[src/rtl/fc_stream_layer_if.sv]
// Activation-in / result-out stream bundle for fc_stream_layer.
// N is the sample/result width, IW the neuron-index width.
interface fc_stream_layer_if #(
   parameter int N  = 16,
   parameter int IW = 1
);
   logic [N-1:0]  din;
   logic          din_valid;
   logic          din_ready;
   logic [N-1:0]  dout;
   logic          dout_valid;
   logic [IW-1:0] dout_idx;
   logic          dout_last;
   logic          drop_err;

   modport master (
      output din, din_valid,
      input  din_ready, dout, dout_valid, dout_idx, dout_last, drop_err
   );

   modport slave (
      input  din, din_valid,
      output din_ready, dout, dout_valid, dout_idx, dout_last, drop_err
   );
endinterface

[src/rtl/fc_stream_layer.sv]
// Streaming dense layer: MACs each incoming (N,Q) sample against all neurons,
// then emits OUT_LEN biased, rescaled, saturated results one per cycle.
module fc_stream_layer #(
   parameter int IN_LEN  = 16,
   parameter int OUT_LEN = 2,
   parameter int N       = 16,
   parameter int Q       = 12
) (
   input  logic                        clk,
   input  logic                        global_rst,
   input  logic                        ce,
   input  logic [IN_LEN*OUT_LEN*N-1:0] weight,
   input  logic [OUT_LEN*N-1:0]        bias,
   fc_stream_layer_if.slave            stream
);
   localparam int CW = (IN_LEN  > 1) ? $clog2(IN_LEN)  : 1;
   localparam int IW = (OUT_LEN > 1) ? $clog2(OUT_LEN) : 1;
   localparam int AW = 2*N + $clog2(IN_LEN) + 1;

   localparam logic [CW-1:0] CNT_LAST  = CW'(IN_LEN - 1);
   localparam logic [IW-1:0] OIDX_LAST = IW'(OUT_LEN - 1);

   localparam logic signed [AW:0] SAT_MAX = {{(AW+2-N){1'b0}}, {(N-1){1'b1}}};
   localparam logic signed [AW:0] SAT_MIN = {{(AW+2-N){1'b1}}, {(N-1){1'b0}}};

   typedef enum logic {ACCUM, EMIT} state_t;

   state_t                r_state;
   state_t                w_state_nxt;
   logic [CW-1:0]         r_cnt;
   logic [CW-1:0]         w_cnt_nxt;
   logic [IW-1:0]         r_oidx;
   logic [IW-1:0]         w_oidx_nxt;
   logic signed [AW-1:0]  r_acc [OUT_LEN];
   logic                  r_drop_err;
   logic                  w_accept;
   logic                  w_clear;
   logic                  w_drop;

   logic signed [2*N-1:0] w_prod [OUT_LEN];
   logic signed [N-1:0]   w_wsel [OUT_LEN];
   logic signed [N-1:0]   w_bsel;
   logic signed [AW:0]    w_sum;
   logic signed [AW:0]    w_shr;
   logic [N-1:0]          w_sat;

   always_ff @(posedge clk or negedge global_rst) begin
      if (!global_rst) begin
         r_state <= ACCUM;
         r_cnt   <= '0;
         r_oidx  <= '0;
      end else begin
         r_state <= w_state_nxt;
         r_cnt   <= w_cnt_nxt;
         r_oidx  <= w_oidx_nxt;
      end
   end

   always_comb begin
      w_state_nxt = r_state;
      w_cnt_nxt   = r_cnt;
      w_oidx_nxt  = r_oidx;
      w_accept    = 1'b0;
      w_clear     = 1'b0;
      w_drop      = 1'b0;
      if (ce) begin
         unique case (r_state)
            ACCUM: begin
               if (stream.din_valid) begin
                  w_accept = 1'b1;
                  if (r_cnt == CNT_LAST) begin
                     w_cnt_nxt   = '0;
                     w_oidx_nxt  = '0;
                     w_state_nxt = EMIT;
                  end else begin
                     w_cnt_nxt = r_cnt + CW'(1);
                  end
               end
            end
            EMIT: begin
               w_drop = stream.din_valid;
               if (r_oidx == OIDX_LAST) begin
                  w_oidx_nxt  = '0;
                  w_clear     = 1'b1;
                  w_state_nxt = ACCUM;
               end else begin
                  w_oidx_nxt = r_oidx + IW'(1);
               end
            end
            default: w_state_nxt = ACCUM;
         endcase
      end
   end

   // Weight column for the current sample position, one per neuron.
   always_comb begin
      for (int unsigned o = 0; o < OUT_LEN; o++) begin
         w_wsel[o] = weight[(int'(o)*IN_LEN + int'(r_cnt))*N +: N];
         w_prod[o] = $signed(stream.din) * w_wsel[o];
      end
   end

   always_ff @(posedge clk or negedge global_rst) begin
      if (!global_rst) begin
         for (int unsigned o = 0; o < OUT_LEN; o++) r_acc[o] <= '0;
      end else if (w_clear) begin
         for (int unsigned o = 0; o < OUT_LEN; o++) r_acc[o] <= '0;
      end else if (w_accept) begin
         for (int unsigned o = 0; o < OUT_LEN; o++)
            r_acc[o] <= r_acc[o] + {{(AW-2*N){w_prod[o][2*N-1]}}, w_prod[o]};
      end
   end

   always_ff @(posedge clk or negedge global_rst) begin
      if (!global_rst)  r_drop_err <= 1'b0;
      else if (w_drop)  r_drop_err <= 1'b1;
   end

   // Bias is aligned to the 2Q product scale before the floor shift back to Q.
   always_comb begin
      w_bsel = bias[int'(r_oidx)*N +: N];
      w_sum  = {r_acc[r_oidx][AW-1], r_acc[r_oidx]}
             + ({{(AW+1-N){w_bsel[N-1]}}, w_bsel} <<< Q);
      w_shr  = w_sum >>> Q;
      if (w_shr > SAT_MAX)      w_sat = SAT_MAX[N-1:0];
      else if (w_shr < SAT_MIN) w_sat = SAT_MIN[N-1:0];
      else                      w_sat = w_shr[N-1:0];
   end

   assign stream.din_ready  = (r_state == ACCUM);
   assign stream.dout_valid = (r_state == EMIT);
   assign stream.dout_idx   = r_oidx;
   assign stream.dout_last  = (r_state == EMIT) && (r_oidx == OIDX_LAST);
   assign stream.dout       = (r_state == EMIT) ? w_sat : '0;
   assign stream.drop_err   = r_drop_err;
endmodule

[src/flat_wrapper.sv]
// flat-port wrapper written by rule: the top's interface ports become plain ports
module fc_stream_layer_flat 
#(
   parameter int IN_LEN  = 16,
   parameter int OUT_LEN = 2,
   parameter int N       = 16,
   parameter int Q       = 12
)
  (clk, global_rst, ce, weight, bias, stream_din, stream_din_valid, stream_din_ready, stream_dout, stream_dout_valid, stream_dout_idx, stream_dout_last, stream_drop_err);
  fc_stream_layer_if #(.N(N), .IW(1)) stream_i ();
  input  logic clk;
  input  logic global_rst;
  input  logic ce;
  input  logic [IN_LEN*OUT_LEN*N-1:0] weight;
  input  logic [OUT_LEN*N-1:0] bias;
  input wire logic [$bits(stream_i.din)-1:0] stream_din;
  input wire logic [$bits(stream_i.din_valid)-1:0] stream_din_valid;
  output wire logic [$bits(stream_i.din_ready)-1:0] stream_din_ready;
  output wire logic [$bits(stream_i.dout)-1:0] stream_dout;
  output wire logic [$bits(stream_i.dout_valid)-1:0] stream_dout_valid;
  output wire logic [$bits(stream_i.dout_idx)-1:0] stream_dout_idx;
  output wire logic [$bits(stream_i.dout_last)-1:0] stream_dout_last;
  output wire logic [$bits(stream_i.drop_err)-1:0] stream_drop_err;
  assign stream_i.din = stream_din;
  assign stream_i.din_valid = stream_din_valid;
  assign stream_din_ready = stream_i.din_ready;
  assign stream_dout = stream_i.dout;
  assign stream_dout_valid = stream_i.dout_valid;
  assign stream_dout_idx = stream_i.dout_idx;
  assign stream_dout_last = stream_i.dout_last;
  assign stream_drop_err = stream_i.drop_err;
  fc_stream_layer #(.IN_LEN(IN_LEN), .OUT_LEN(OUT_LEN), .N(N), .Q(Q)) u_core (.clk(clk), .global_rst(global_rst), .ce(ce), .weight(weight), .bias(bias), .stream(stream_i));
endmodule
[config.mk]
export PLATFORM = sky130hd
export DESIGN_NAME = fc_stream_layer_flat
export DESIGN_NICKNAME = d
export VERILOG_FILES = /design/src/rtl/fc_stream_layer_if.sv /design/src/rtl/fc_stream_layer.sv /design/src/flat_wrapper.sv
export SDC_FILE = /design/constraint.sdc
export NUM_CORES = 2
export LEC_CHECK = 0
export ABC_CLOCK_PERIOD_IN_PS = 13500
export BUFFER_PORTS_ARGS = -buffer_cell sky130_fd_sc_hd__clkbuf_2
export CAP_MARGIN = 15
export CORE_AREA = 2 2 361 363
export CTS_CLUSTER_SIZE = 28
export DETAILED_ROUTE_END_ITERATION = 6
export DIE_AREA = 0 0 363 365
export MAX_ROUTING_LAYER = met4
export PLACE_DENSITY = 0.42
export SETUP_SLACK_MARGIN = 0.2
export SLEW_MARGIN = 15
export SYNTH_ARGS = -nofsm -noshare
export SYNTH_HDL_FRONTEND = slang
export SYNTH_SLANG_ARGS = --single-unit
[constraint.sdc]
create_clock -name clk -period 13.5 [get_ports clk]
set_input_delay 1.35 -clock clk [delete_from_list [all_inputs] [get_ports clk]]
set_output_delay 1.35 -clock clk [all_outputs]
set_load 0.02 [all_outputs]
==> results_dict.tcl <==
set metrics [dict create \
    antenna_found_initial 14 \
    r2r_start "u_core.r_cnt[1]$_DFFE_PN0P_" \
    cts.sinks 81 \
    post_cts_resize_count 0 \
    grt_overflow 0 \
    post-dp-hpwl_mm 101.6 \
    rsz0062_at_grt "no" \
    worstPathArrival_ns 11.64 \
    drt-total-wl_mm 118.8 \
    drive_above_1_share 0.2222 \
    ys_seq_area_frac 0.06336 \
    cp_max_fo 75 \
    clkTransAtPathRegs_ns 0.07 \
    dieArea_um2 132500 \
    period_minus_slack_ns 11.34 \
    die_y_um 365 \
    pre_cts_slack_ns 1.904 \
    setup_viol 0 \
    syn_avg_cell_area_um2 9.357 \
    tns_ns 0 \
    h-tree-depth 3 \
    vias 26190 \
    synthToLayoutAreaGrowth_pct 15.91 \
    synthesis.area_um2 31990 \
    ios 585 \
    io_buffers 584 \
    required_ns 13.80 \
    cts_tree "yes" \
    postCtsHoldBufs 0 \
    post_drt_via_cell_ratio 4.690 \
    finalCritPeriodShare 0.8402 \
    drtPass1Iterations 5 \
    gp_congestion 0.9009 \
    drt.antenna.violating_nets 0 \
    status "finished clean" \
    holdCritStartpoint "u_core.stream.drop_err$_DFFE_PN0P_" \
    synth-seq-cells 81 \
    critPathKind "reg2reg" \
    yosysTopAreaCellShare 0.3298 \
    clockRootBuffer "clkbuf_16" \
    grt_max_degree 76 \
    worstMarginPinSlew_ns 1.023 \
    hold_viol 0 \
    clock_skew_ns 0.01113 \
    wl_per_cell_um 21.28 \
    crit_start "u_core.r_cnt[1]$_DFFE_PN0P_" \
    drv_cap 0 \
    startpoint_type "flip-flop" \
    synth_cell_type_count 73 \
    clk_latency_ns 0.37 \
    synth_top_flop_cell "dfrtp_1" \
    slew_headroom 0.3131 \
    dr.first_iter.drc_count 1240 \
    cts_buffers 9 \
    syn_inst 3419 \
    utilization 0.2882 \
    design.core.area_um2 128700 \
    cpMostUsedCell "fa_1" \
    syn_nets 4775 \
    ys_top_cells_by_area "fa_1, mux4_2, ha_1, inv_1, dfrtp_1" \
    ys_warn_count 0 \
    drv_slew 0 \
    grt_util_all_layers 0.1861 \
    crit_path_end_kind "flip-flop" \
    die_w_um 363 \
    post_cts_buffers 0 \
    timing.final.ws_setup_ns 2.157 \
    clockBufferDepth 2 \
    yosysTopAreaCell "fa_1" \
    synth_edf_count 0 \
    async_flop_share 1.000 \
    num_rows 132 \
    slowest_delay_ns 0.96 \
    grt_pass1_vias 27940 \
    fmaxAchievable_mhz 88.16 \
    slowest_stage "dfrtp_4" \
    drc 0 \
    num-nets-final 5249 \
    hold_path_class "reg2reg" \
    initial_core_util 0.2486 \
    grt_pass1_wl_mm 180.0 \
]
==> cell usage in the layout, fill, tap and decap left out, types with 10 or more instances in the layout <==
master    instances
a31oi_1          19
or2_2            14
o31ai_1          13
a211oi_1         11
a21oi_1         123
nor2b_1          16
clkbuf_2        583
o21ai_0         117
inv_1           627
nor3_1           22
o211ai_1         14
nand2_1         332
diode_2          10
dfrtp_1          76
a21o_1           71
o311ai_0         11
nor2_1          112
o21bai_1         21
and2_1          285
buf_4            29
and3_1           17
mux2_2           43
nand4_1          12
fa_1            527
xnor2_1         105
xor2_1           45
o21a_1           21
nand3_1          44
ha_1            265
or3_1            10
nand2b_1         23
mux4_2          158
==> cell type report <==
type,count,area (µm²)
timing repair buffer,617,3213
multi-input combinational,2556,27040
tap,1675,2096
antenna,10,25.02
fill,13740,91580
sequential,81,2038
inverter,628,2357
clock inverter,5,65.06
clock buffer,11,242.7
==> through the flow <==
step	hold WS (ns)	cell area (µm²)	instances
final	0.4734	37080	5583
after detailed placement	0.4662	36740	5556
after global placement	0.4737	36730	5555
after CTS	0.4855	37050	5572
after global routing	0.5152	37070	5581
after floorplan	0.4467	31990	3419
==> critical path: cells and delay by family, from the launching register on <==
family | cells | cell delay [ns]
AOI/OAI and AO/OA | 12 | 3.27
adders and majority gates | 8 | 3.57
xor gates and xnor gates | 1 | 0.34
buffers and inverters | 5 | 0.59
and+or+nand+nor | 5 | 1.11
muxes | 2 | 1.22
DFF | 1 | 0.96
==> registers in the layout (all words and copies together) (netlist names) <==
signal,flops
u_core.r_acc,74
u_core.r_cnt,4
u_core.stream.dout_idx,1
u_core.stream.dout_valid,1
u_core.stream.drop_err,1
==> worst paths after layout <==
path                                                 endpoint  slack [ns]  cells after the start
hold / removal             u_core.stream.drop_err$_DFFE_PN0P_        0.47                      1
setup reg to reg                 u_core.r_acc[72]$_DFFE_PN0P_        2.16                     33
min in group asynchronous  u_core.stream.drop_err$_DFFE_PN0P_        0.94                      1
setup / recovery                 u_core.r_acc[72]$_DFFE_PN0P_        2.16                     33
hold reg to reg            u_core.stream.drop_err$_DFFE_PN0P_        0.47                      1
max in group asynchronous         u_core.r_cnt[0]$_DFFE_PN0P_       11.36                      2
==> per-layer routing <==
layer	share of wire	up-vias	track usage	routed length (µm)
met5	0	-	-	0
met4	0.034	0	0.05565	4037
met3	0.027	102	0.01400	3253
met2	0.52	577	0.3305	62170
met1	0.42	13360	0.2253	49320
li1	-	12140	-	-
==> synth_stat cells (12+ instances only) <==
cell type	count
inv_1	627
fa_1	527
nand2_1	332
and2_1	285
ha_1	265
mux4_2	158
clkbuf_1	134
a21oi_1	123
o21ai_0	117
nor2_1	112
xnor2_1	105
dfrtp_1	81
a21o_1	71
nand3_1	45
xor2_1	45
mux2_2	43
nand2b_1	23
nor3_1	22
o21a_1	21
o21bai_1	21
a31oi_1	19
and3_1	17
buf_1	17
nor2b_1	16
o211ai_1	14
or2_2	14
o31ai_1	13
nand4_1	12
==> logic make-up (layout without fill, tap and decap cells) <==
kind of cell	after synthesis	after routing	synth area share
compound gates	493	493	0.09907
xor+xnor	150	150	0.04107
fa+ha+maj	792	792	0.4334
buf+inv	782	1261	0.09187
flops	81	81	0.06336
mux	205	205	0.1276
other cells	0	10	0
simple gates	916	916	0.1436
Power is not shown: default switching activity piles up to over one toggle a cycle in this logic, so the estimate is an artifact.
